### config.mk
export PLATFORM = sky130hd
export DESIGN_NAME = adq_spi_master
export DESIGN_NICKNAME = d
export VERILOG_FILES = /design/src/rtl/adq_spi_master.sv
export SDC_FILE = /design/constraint.sdc
export NUM_CORES = 1
export LEC_CHECK = 0
export ABC_AREA = 1
export CAP_MARGIN = 25
export CORE_MARGIN = 2
export CORE_UTILIZATION = 40
export DETAILED_ROUTE_END_ITERATION = 16
export DONT_BUFFER_PORTS = 1
export HOLD_SLACK_MARGIN = 0.15
export PLACE_DENSITY_LB_ADDON = 0.2
export SKIP_CTS_REPAIR_TIMING = 1
export SYNTH_ARGS = -nofsm -noshare
export SYNTH_HDL_FRONTEND = slang
export SYNTH_SLANG_ARGS = --single-unit
### constraint.sdc
create_clock -name clk_i -period 5.3 [get_ports clk_i]
set_clock_uncertainty 0.1 [all_clocks]
set_input_delay 0.53 -clock clk_i [delete_from_list [all_inputs] [get_ports clk_i]]
set_output_delay 0.53 -clock clk_i [all_outputs]
set_load 0.005 [all_outputs]
### src/rtl/adq_spi_master.sv
// SPI mode-0 register-access master.
// Each accepted command becomes one 32-bit frame, MSB first:
//   {rd, addr[14:0], rd ? 16'h0000 : data[15:0]}
// The frame runs SETUP (H), 32 SCK periods (2H each), HOLD (H) and GAP (H),
// so cmd_ready_o comes back exactly 67*H cycles after the accepting edge.
// For reads, the last 16 MISO samples are returned with a one-cycle
// rsp_valid_o pulse on entry to GAP.
//
// Handshake: a command transfers on a rising clk_i edge where cmd_valid_i and
// cmd_ready_o are both high; cmd_ready_o is high only while idle, commands
// offered while busy are simply not taken, and command inputs are only
// looked at on the accepting edge.
module adq_spi_master #(
    parameter int ClkDivHalf = 4
) (
    input  logic        clk_i,
    input  logic        rst_i,
    input  logic        cmd_valid_i,
    output logic        cmd_ready_o,
    input  logic        cmd_rd_i,
    input  logic [14:0] cmd_addr_i,
    input  logic [15:0] cmd_data_i,
    output logic        rsp_valid_o,
    output logic [15:0] rsp_data_o,
    output logic        busy_o,
    output logic        SCK_o,
    output logic        SSEL_o,
    output logic        MOSI_o,
    input  logic        MISO_i
);

    // Half-period clamped to 2 so SCK always has a distinct high and low phase.
    localparam int H  = (ClkDivHalf < 2) ? 2 : ClkDivHalf;
    localparam int CW = $clog2(H);
    localparam logic [CW-1:0] CNT_LAST = CW'(H - 1);

    typedef enum logic [2:0] {
        IDLE  = 3'd0,
        SETUP = 3'd1,
        XFER  = 3'd2,
        HOLD  = 3'd3,
        GAP   = 3'd4
    } state_e;

    state_e          state_q;
    logic [CW-1:0]   cnt_q;       // cycles spent in the current half-period/phase
    logic [4:0]      bit_q;       // index of the SCK period in progress (0..31)
    logic [30:0]     tx_q;        // frame bits not yet on MOSI, next bit at [30]
    logic [15:0]     rx_q;        // most recent 16 MISO samples
    logic            rd_q;        // current frame is a read
    logic            sck_q;
    logic            ssel_q;
    logic            mosi_q;
    logic            ready_q;
    logic            rsp_valid_q;
    logic [15:0]     rsp_data_q;

    // Frame sequencer: every output is a register updated here.
    always_ff @(posedge clk_i) begin
        if (rst_i) begin
            state_q     <= IDLE;
            cnt_q       <= '0;
            bit_q       <= '0;
            tx_q        <= '0;
            rx_q        <= '0;
            rd_q        <= 1'b0;
            sck_q       <= 1'b0;
            ssel_q      <= 1'b1;
            mosi_q      <= 1'b0;
            ready_q     <= 1'b1;
            rsp_valid_q <= 1'b0;
            rsp_data_q  <= '0;
        end else begin
            rsp_valid_q <= 1'b0;
            case (state_q)
                IDLE: begin
                    if (cmd_valid_i) begin
                        // First frame bit goes straight to MOSI; the rest waits in tx_q.
                        tx_q    <= {cmd_addr_i, (cmd_rd_i ? 16'h0000 : cmd_data_i)};
                        rd_q    <= cmd_rd_i;
                        mosi_q  <= cmd_rd_i;
                        ssel_q  <= 1'b0;
                        ready_q <= 1'b0;
                        cnt_q   <= '0;
                        state_q <= SETUP;
                    end
                end
                SETUP: begin
                    if (cnt_q == CNT_LAST) begin
                        cnt_q   <= '0;
                        bit_q   <= '0;
                        sck_q   <= 1'b1;
                        state_q <= XFER;
                    end else begin
                        cnt_q <= cnt_q + 1'b1;
                    end
                end
                XFER: begin
                    if (cnt_q == CNT_LAST) begin
                        cnt_q <= '0;
                        if (sck_q) begin
                            // Falling SCK: capture MISO and present the next bit.
                            sck_q <= 1'b0;
                            rx_q  <= {rx_q[14:0], MISO_i};
                            if (bit_q != 5'd31) begin
                                mosi_q <= tx_q[30];
                                tx_q   <= {tx_q[29:0], 1'b0};
                            end
                        end else if (bit_q == 5'd31) begin
                            state_q <= HOLD;
                        end else begin
                            bit_q <= bit_q + 5'd1;
                            sck_q <= 1'b1;
                        end
                    end else begin
                        cnt_q <= cnt_q + 1'b1;
                    end
                end
                HOLD: begin
                    if (cnt_q == CNT_LAST) begin
                        cnt_q   <= '0;
                        ssel_q  <= 1'b1;
                        mosi_q  <= 1'b0;
                        state_q <= GAP;
                        if (rd_q) begin
                            rsp_valid_q <= 1'b1;
                            rsp_data_q  <= rx_q;
                        end
                    end else begin
                        cnt_q <= cnt_q + 1'b1;
                    end
                end
                GAP: begin
                    if (cnt_q == CNT_LAST) begin
                        cnt_q   <= '0;
                        ready_q <= 1'b1;
                        state_q <= IDLE;
                    end else begin
                        cnt_q <= cnt_q + 1'b1;
                    end
                end
                default: begin
                    cnt_q   <= '0;
                    sck_q   <= 1'b0;
                    ssel_q  <= 1'b1;
                    mosi_q  <= 1'b0;
                    ready_q <= 1'b1;
                    state_q <= IDLE;
                end
            endcase
        end
    end

    assign cmd_ready_o = ready_q;
    assign busy_o      = ~ready_q;
    assign rsp_valid_o = rsp_valid_q;
    assign rsp_data_o  = rsp_data_q;
    assign SCK_o       = sck_q;
    assign SSEL_o      = ssel_q;
    assign MOSI_o      = mosi_q;

endmodule

==> impl_metrics.yaml, run 1 <==
floorplanning:
  row_count: 34
  coreArea_um2: 8680
  die_h_um: 98.4
  dieArea_um2: 9670
  pin_count: 58
  initial_utilization_pct: 41.0
  die_width_um: 98.4
detailed_routing:
  drc: 0
  dr.pass1.iters: 4
  drt_first_iter_violations: 83
  via_per_inst: 4.80
  routed_wl_um: 7290
  final_antenna_net_count: 0
  num_vias: 3018
  wl_per_cell_um: 11.6
sta:
  rsz0062_at_grt: "false"
  fin_crit_sh_pct: 40.6
  setup_slack_ns: 3.15
  relSlewSlack_pct: 61.9
  hold_viol: 0
  setup_viol: 0
  fmax_mhz: 465
  final_max_slew_viol_count: 0
  worstMarginPinSlew_ns: 0.568
  fin_setup_tns_ns: 0
  fin_crit_ns: 2.15
synthesis:
  seq_area_frac_synth_pct: 44.4
  syn_area_um2: 3560
  ys_warn_count: 0
  synth-seq-cells: 79
  syn-instance-count: 528
  yosysUniqueCellTypes: 26
  avgSynthCellArea_um2: 6.74
  synth_nets: 567
clocking:
  clk_latency_ns: 0.35
  clk_path_buf_depth: 2
  cts_tree: "built"
  htree_num_levels: 3
  cts_buffers: 9
  clock-sinks: 79
  clk_pin_slew_ns: 0.09
  clockRootBuffer: "clkbuf_8"
status:
  status: "complete, no violations"
placement:
  hpwlAfterDp_um: 4790
  port-buffer-count: 0
  place.gp.congestion: 0.845
  dp_slack_ns: 3.16
  dp_cells: 612
setup_path:
  cp_max_fo: 46
  critPathKind: "reg -> reg"
  crit_path_end_kind: "flip-flop"
  worstPathArrival_ns: 2.29
  worstPathRequired_ns: 5.44
  cp-start-kind: "flip-flop"
global_routing:
  grt_pass1_wl_um: 12700
  grt_pass1_vias: 2842
  grt_overflow: 0
  antenna_found_initial: 0
  track_usage_pct: 15.7
  grt_max_degree: 55
layout:
  final_cell_mix: "139 x nand2_1, 131 x nor2_1, 79 x dfxtp_1"
  nets: 555
  drive_gt1_share_pct: 6.72
  antennaDiodeCount: 0
  syn2layout_area_growth_pct: 5.80
  nFillCells: 961
  layoutNonFillerInstCount: 629
  final_common_cell: "nand2_1"
pwr:
  power_density_nw_per_um2: 533
  p_leak_nw: 1.74
  irDropWorstVdd_mv: 0.272
worst_hold_path:
  hp-class: "in -> reg"
job:
  drv_cap: 0
## synth_stat cells, drive strengths merged
cell type  number  area [µm²]
nand2         141         539
nor2          136         552
dfxtp          79        1580
o21ai          68         340
inv            25        93.8
nand3          18         100
nor3           16        80.1
buf            15        98.8
a21oi          12        71.3
clkbuf         11        41.3
ha              3        37.5
clkinv          1        3.75
nand4           1        6.26
nor3b           1        7.51
o211ai          1        7.51
## registers in the layout, indices dropped and copies added (netlist names)
| signal | flops |
|---|---|
| cmd_ready_o | 1 |
| cnt_q | 2 |
| bit_q | 5 |
| rx_q | 16 |
| tx_q | 31 |
| state_q | 3 |
| rsp_valid_o | 1 |
| MOSI_o | 1 |
| rsp_data_o | 16 |
| SSEL_o | 1 |
| rd_q | 1 |
| SCK_o | 1 |
## worst max-delay path: stages, from the launching register on
cell     delay (ns)
dfxtp_1        0.38
ha_1           0.18
nand2_1        0.07
nor2_1         0.10
ha_1           0.19
inv_1          0.08
a21oi_4        0.46
nor2_8         0.21
o21ai_0        0.20
nor2_1         0.06
## final timing paths
check	to	depth (start not counted)	slack, ns	from
max	tx_q[19]$_SDFFE_PP0P_	9	3.15	bit_q[0]$_SDFFE_PP0P_
min	rx_q[0]$_SDFFE_PP0P_	2	0.22	MISO_i
max reg2reg	tx_q[19]$_SDFFE_PP0P_	9	3.15	bit_q[0]$_SDFFE_PP0P_
min reg2reg	cnt_q[1]$_SDFFE_PP0N_	2	0.38	cnt_q[1]$_SDFFE_PP0N_
## cells by family after synthesis
family | count (synthesis) | share of synthesized area [%]
compound gates | 81 | 11.8
fa+ha+maj | 3 | 1.05
buf+inv | 52 | 6.68
flops | 79 | 44.4
simple gates | 313 | 36.1
## routing by layer
metal  track usage (%)  vias to the layer above  part of all wire [%]  routed length, µm
met3              4.58                        2                   4.6                334
met5                 0                        -                     0                  0
met4              4.85                        0                  0.41                 30
met2              25.9                       59                    46               3370
li1                  -                     1649                     -                  -
met1              19.8                     1308                    49               3550
## per-stage QoR
step	area, µm²	total power [W]	util [%]	hold WS (ns)
2_1_floorplan	3560	0.00152	-	0.347
3_3_place_gp	3570	0.00160	41.1	0.352
3_5_place_dp	3570	0.00161	41.1	0.359
4_1_cts	3760	0.00204	43.3	0.116
5_1_grt	3770	0.00220	43.4	0.197
6_report	3770	0.00201	43.4	0.221
## power by group
part / leakage [nW] / internal, W / total (W) / switching [W]
Sequential: 0.645 / 0.000727 / 0.000803 / 0.0000751
Combinational: 1.00 / 0.000255 / 0.000786 / 0.000531
Clock: 0.0927 / 0.000180 / 0.000420 / 0.000240
## layout make-up
type                            count  area, µm²  share of cell area, %
Multi-Input combinational cell    397       1740                   46.2
Sequential cell                    79       1580                   42.0
Timing Repair Buffer                3       25.0                  0.664
Tap cell                          108        135                   3.59
Clock buffer                        9        124                   3.29
Inverter                           26       97.6                   2.59
Clock inverter                      7       62.6                   1.66
Note: power is estimated with default switching activity, not from simulation.
==> run 2, diff against run 1 <==
clock period = 2.2 ns   (was 5.3 ns; I/O delays follow)
==> run 2 against run 1 <==
Global-route usage rose by 0.50 points. Routed wire length up 5.1%. Core utilization increased by 4.1 points. Critical path type unchanged.
==> impl_metrics.yaml, run 2 (synthesis gave the netlist of run 1 again) <==
global_routing:
  grt_overflow: 0
  track_usage_pct: 16.2
  grt_max_degree: 56
  antenna_found_initial: 0
  grt_pass1_wl_um: 13000
  grt_pass1_vias: 2920
layout:
  drive_gt1_share_pct: 7.01
  nFillCells: 918
  regMostFlops: "tx_q"
  multi_input_area_um2: 1740
  syn2layout_area_growth_pct: 15.7
  final_common_cell: "nand2_1"
  final_cell_mix: "139 x nand2_1, 131 x nor2_1, 79 x dfxtp_1"
  antennaDiodeCount: 0
  largest_reg_flops: 31
  final-seq-area_um2: 1580
  nets: 590
pwr:
  sw_frac_of_total_pct: 41.7
  irDropWorstVdd_mv: 0.743
  pwr-share-clk_pct: 20.3
  p_sw_w: 0.00208
  power_density_nw_per_um2: 1210
  report.power.total_w: 0.00500
  p_int_w: 0.00292
  p_leak_nw: 1.89
  p_seq_share_pct: 38.6
  combPwrFrac_pct: 41.0
sta:
  fmax_mhz: 530
  setup_viol: 0
  fin_crit_sh_pct: 85.7
  final_max_slew_viol_count: 0
  rsz0062_at_grt: "false"
  worstMarginPinSlew_ns: 0.463
  hold_viol: 0
  relSlewSlack_pct: 69.1
  fin_crit_ns: 1.89
  fin_setup_tns_ns: 0
setup_path:
  worstPathCellList: "ha_1, nand2_1, nor2_1, ha_1, inv_1, a21oi_4, nor2_8, buf_12, o21ai_0, nor2_1"
  worst-path-buf-inv: 2
  critPathKind: "reg -> reg"
  crit_family: "adder cells"
  worstPathRequired_ns: 2.34
  cp-start-kind: "flip-flop"
  slowest_delay_ns: 0.38
  cp_max_fo: 46
  worstPathArrival_ns: 2.02
  crit_path_end_kind: "flip-flop"
  critPathSlowestCell: "dfxtp_1"
detailed_routing:
  drc: 0
  dr.pass1.iters: 4
  wl_per_cell_um: 11.5
  via_per_inst: 4.87
  routed_wl_um: 7660
  final_antenna_net_count: 0
  num_vias: 3232
  drt_first_iter_violations: 90
floorplanning:
  die_h_um: 98.4
  dieArea_um2: 9670
  die_width_um: 98.4
  pin_count: 58
  row_count: 34
  coreArea_um2: 8680
  initial_utilization_pct: 41.0
placement:
  place.gp.congestion: 0.849
  hpwlAfterDp_um: 4940
  port-buffer-count: 0
clocking:
  cts_tree: "built"
  clockRootBuffer: "clkbuf_8"
  clk_path_buf_depth: 2
  clock-sinks: 79
  cts_buffers: 9
  clk_latency_ns: 0.34
  clk_pin_slew_ns: 0.09
  htree_num_levels: 3
job:
  drv_cap: 0
status:
  status: "complete, no violations"
worst_hold_path:
  hp-class: "in -> reg"
run 2: worst paths after layout:
path / start / endpoint / slack (ns) / depth (start not counted)
min reg2reg: cnt_q[1]$_SDFFE_PP0N_ / cnt_q[1]$_SDFFE_PP0N_ / 0.37 / 2
max reg2reg: bit_q[0]$_SDFFE_PP0P_ / tx_q[16]$_SDFFE_PP0P_ / 0.31 / 10
max: bit_q[0]$_SDFFE_PP0P_ / tx_q[16]$_SDFFE_PP0P_ / 0.31 / 10
min: cmd_data_i[5] / tx_q[5]$_SDFFE_PP0P_ / 0.09 / 6
run 2: power groups by stage:
stage               logic, W  registers [W]  clock network [W]
finish               0.00205        0.00193            0.00102
global route         0.00236        0.00197            0.00111
CTS                  0.00203        0.00193            0.00106
detailed placement   0.00202        0.00196                  0
global placement     0.00199        0.00196                  0
floorplan            0.00174        0.00192                  0
run 2: worst register-to-register path, stage by stage, from the launching register on:
cell and delay (ns):
dfxtp_1 0.38, ha_1 0.19, nand2_1 0.07, nor2_1 0.11
ha_1 0.20, inv_1 0.08, a21oi_4 0.20, nor2_8 0.04
buf_12 0.18, o21ai_0 0.20, nor2_1 0.05
run 2: metal layers:
metal | up-vias | routed length [µm] | track usage (%)
met5 | - | 0 | 0
met3 | 7 | 324 | 4.37
met1 | 1448 | 3790 | 20.7
met2 | 61 | 3460 | 26.7
met4 | 0 | 89 | 4.85
li1 | 1716 | - | -
run 2: cell type report:
type	count	area share, %
repair buffers	38	9.17
multi-input cells	397	42.3
well taps	108	3.28
inverters	26	2.37
clock inverters	7	1.52
flip-flops and latches	79	38.4
clock buffers	9	3.01
run 2: stage by stage:
step	area, µm²	worst slack (ns)	utilization (%)	hold WS, ns	cells
final	4120	0.314	47.5	0.0922	664
after global routing	4120	0.116	47.5	0.154	664
after CTS	3800	0.315	43.8	-0.189	632
after detailed placement	3610	0.339	41.6	0.193	616
after global placement	3610	0.408	41.6	0.191	616
after floorplan	3560	0.469	-	0.255	528
==> run 3, diff against run 2 <==
CAP_MARGIN = default   (was 25)
PLACE_DENSITY = 0.59   (was default)
PLACE_DENSITY_LB_ADDON = default   (was 0.2)
==> run 3 against run 2 <==
Sequential cell count unchanged. Largest power group unchanged. Sequential power about the same. Worst setup slack got worse by 0.070 ns. Final area rose by 2.2%. Die area is the same. Clock power up 25%. Highest routed layer unchanged. Combinational power rose by 2%. Critical path depth stayed put. Count of clock-buffer cells in the layout did not move.
==> impl_metrics.yaml, run 3 (synthesis gave the netlist of run 1 again) <==
layout:
  largest_reg_flops: 31
  final_common_cell: "nand2_1"
  final_cell_mix: "139 x nand2_1, 131 x nor2_1, 79 x dfxtp_1"
  drive_gt1_share_pct: 7.49
  syn2layout_area_growth_pct: 18.3
  nFillCells: 904
  antennaDiodeCount: 0
  fin_util_pct: 48.5
  regMostFlops: "tx_q"
  layoutNonFillerInstCount: 669
  nets: 595
global_routing:
  grt_pass1_wl_um: 12600
  antenna_found_initial: 0
  grt_overflow: 0
  track_usage_pct: 15.8
  grt_pass1_vias: 2809
  grt_max_degree: 59
job:
  drv_cap: 0
setup_path:
  crit_start: "bit_q[0]$_SDFFE_PP0P_"
  r2r-end: "tx_q[15]$_SDFFE_PP0P_"
  rrSetupSlack_ns: 0.24
  cp-start-kind: "flip-flop"
  critPathKind: "reg -> reg"
  worstPathRequired_ns: 2.35
  timing.rr.start: "bit_q[0]$_SDFFE_PP0P_"
  crit_path_end_kind: "flip-flop"
  ff2ff_path_depth: 10
  worstPathArrival_ns: 2.10
  cp_max_fo: 46
floorplanning:
  pin_count: 58
  die_width_um: 98.4
  initial_utilization_pct: 41.0
  dieArea_um2: 9670
  coreArea_um2: 8680
  row_count: 34
  die_h_um: 98.4
detailed_routing:
  drt_first_iter_violations: 102
  wl_per_cell_um: 11.5
  final_antenna_net_count: 0
  num_vias: 3261
  routed_wl_um: 7670
  dr.pass1.iters: 4
  via_per_inst: 4.87
  drc: 0
pwr:
  p_leak_nw: 1.94
  irDropWorstVdd_mv: 0.617
  power_density_nw_per_um2: 1260
  report.power.total_w: 0.00530
placement:
  port-buffer-count: 0
  hpwlAfterDp_um: 4850
  dp_cells: 616
  place.gp.congestion: 0.890
worst_hold_path:
  hold_start: "cmd_rd_i"
  hold_end: "MOSI_o$_SDFFE_PP0P_"
  holdPathStages: 6
  hp-class: "in -> reg"
clocking:
  clk_path_buf_depth: 2
  clk_pin_slew_ns: 0.09
  clk_latency_ns: 0.35
  cts_tree: "built"
  clock-sinks: 79
  htree_num_levels: 3
  cts_buffers: 9
  clockRootBuffer: "clkbuf_8"
sta:
  setup_viol: 0
  fin_crit_sh_pct: 88.9
  fmax_mhz: 511
  worstMarginPinSlew_ns: 0.486
  hold_viol: 0
  relSlewSlack_pct: 67.6
  final_max_slew_viol_count: 0
  fin_crit_ns: 1.96
  rsz0062_at_grt: "false"
  fin_setup_tns_ns: 0
status:
  status: "complete, no violations"
==> run 3: stage by stage <==
step	cell area, µm²	worst slack, ns	hold slack, ns
after floorplan	3560	0.469	0.255
after global placement	3610	0.138	0.192
after detailed placement	3610	0.0674	0.193
after CTS	3850	0.0426	-0.192
after global routing	4210	0.125	0.159
final	4210	0.244	0.116
==> run 3: worst max-delay path, stage by stage, from the launching register on <==
cell	delay, ns
dfxtp_1	0.38
ha_1	0.18
nand2_1	0.06
nor2_1	0.11
ha_1	0.19
inv_1	0.08
a21oi_4	0.27
nor2_8	0.05
buf_12	0.18
o21ai_0	0.19
nor2_1	0.05
==> run 3: how the worst max path moves through the flow <==
| stage | to | slack, ns | cells after the start |
|---|---|---|---|
| after CTS | tx_q[15]$_SDFFE_PP0P_ | 0.04 | 10 |
| after floorplan | tx_q[20]$_SDFFE_PP0P_ | 0.47 | 10 |
| after detailed placement | tx_q[15]$_SDFFE_PP0P_ | 0.07 | 10 |
| after global routing | tx_q[30]$_SDFFE_PP0P_ | 0.12 | 10 |
| after global placement | tx_q[30]$_SDFFE_PP0P_ | 0.14 | 10 |
| final | tx_q[15]$_SDFFE_PP0P_ | 0.24 | 10 |
==> run 3: layer usage <==
layer	share of wire (%)	track usage [%]
met4	1.6	6.95
met1	47	19.4
met5	0	0
met2	48	26.6
met3	3.6	3.29
==> run 3: where the power goes <==
| part | internal (W) | switching, W | total (W) | leakage, nW |
|---|---|---|---|---|
| Combinational | 0.000759 | 0.00133 | 0.00209 | 1.18 |
| Clock | 0.000669 | 0.000610 | 0.00128 | 0.120 |
| Sequential | 0.00175 | 0.000180 | 0.00193 | 0.645 |
| Total | 0.00318 | 0.00212 | 0.00530 | 1.94 |
==> run 3: final cells by class <==
| cell class | instances | area, µm² | area share, % |
|---|---|---|---|
| tap | 108 | 135 | 3.21 |
| clock buffer | 9 | 124 | 2.94 |
| sequential | 79 | 1580 | 37.6 |
| multi-input combinational | 397 | 1740 | 41.4 |
| inverter | 26 | 97.6 | 2.32 |
| timing repair buffer | 43 | 420 | 9.98 |
| clock inverter | 7 | 111 | 2.64 |
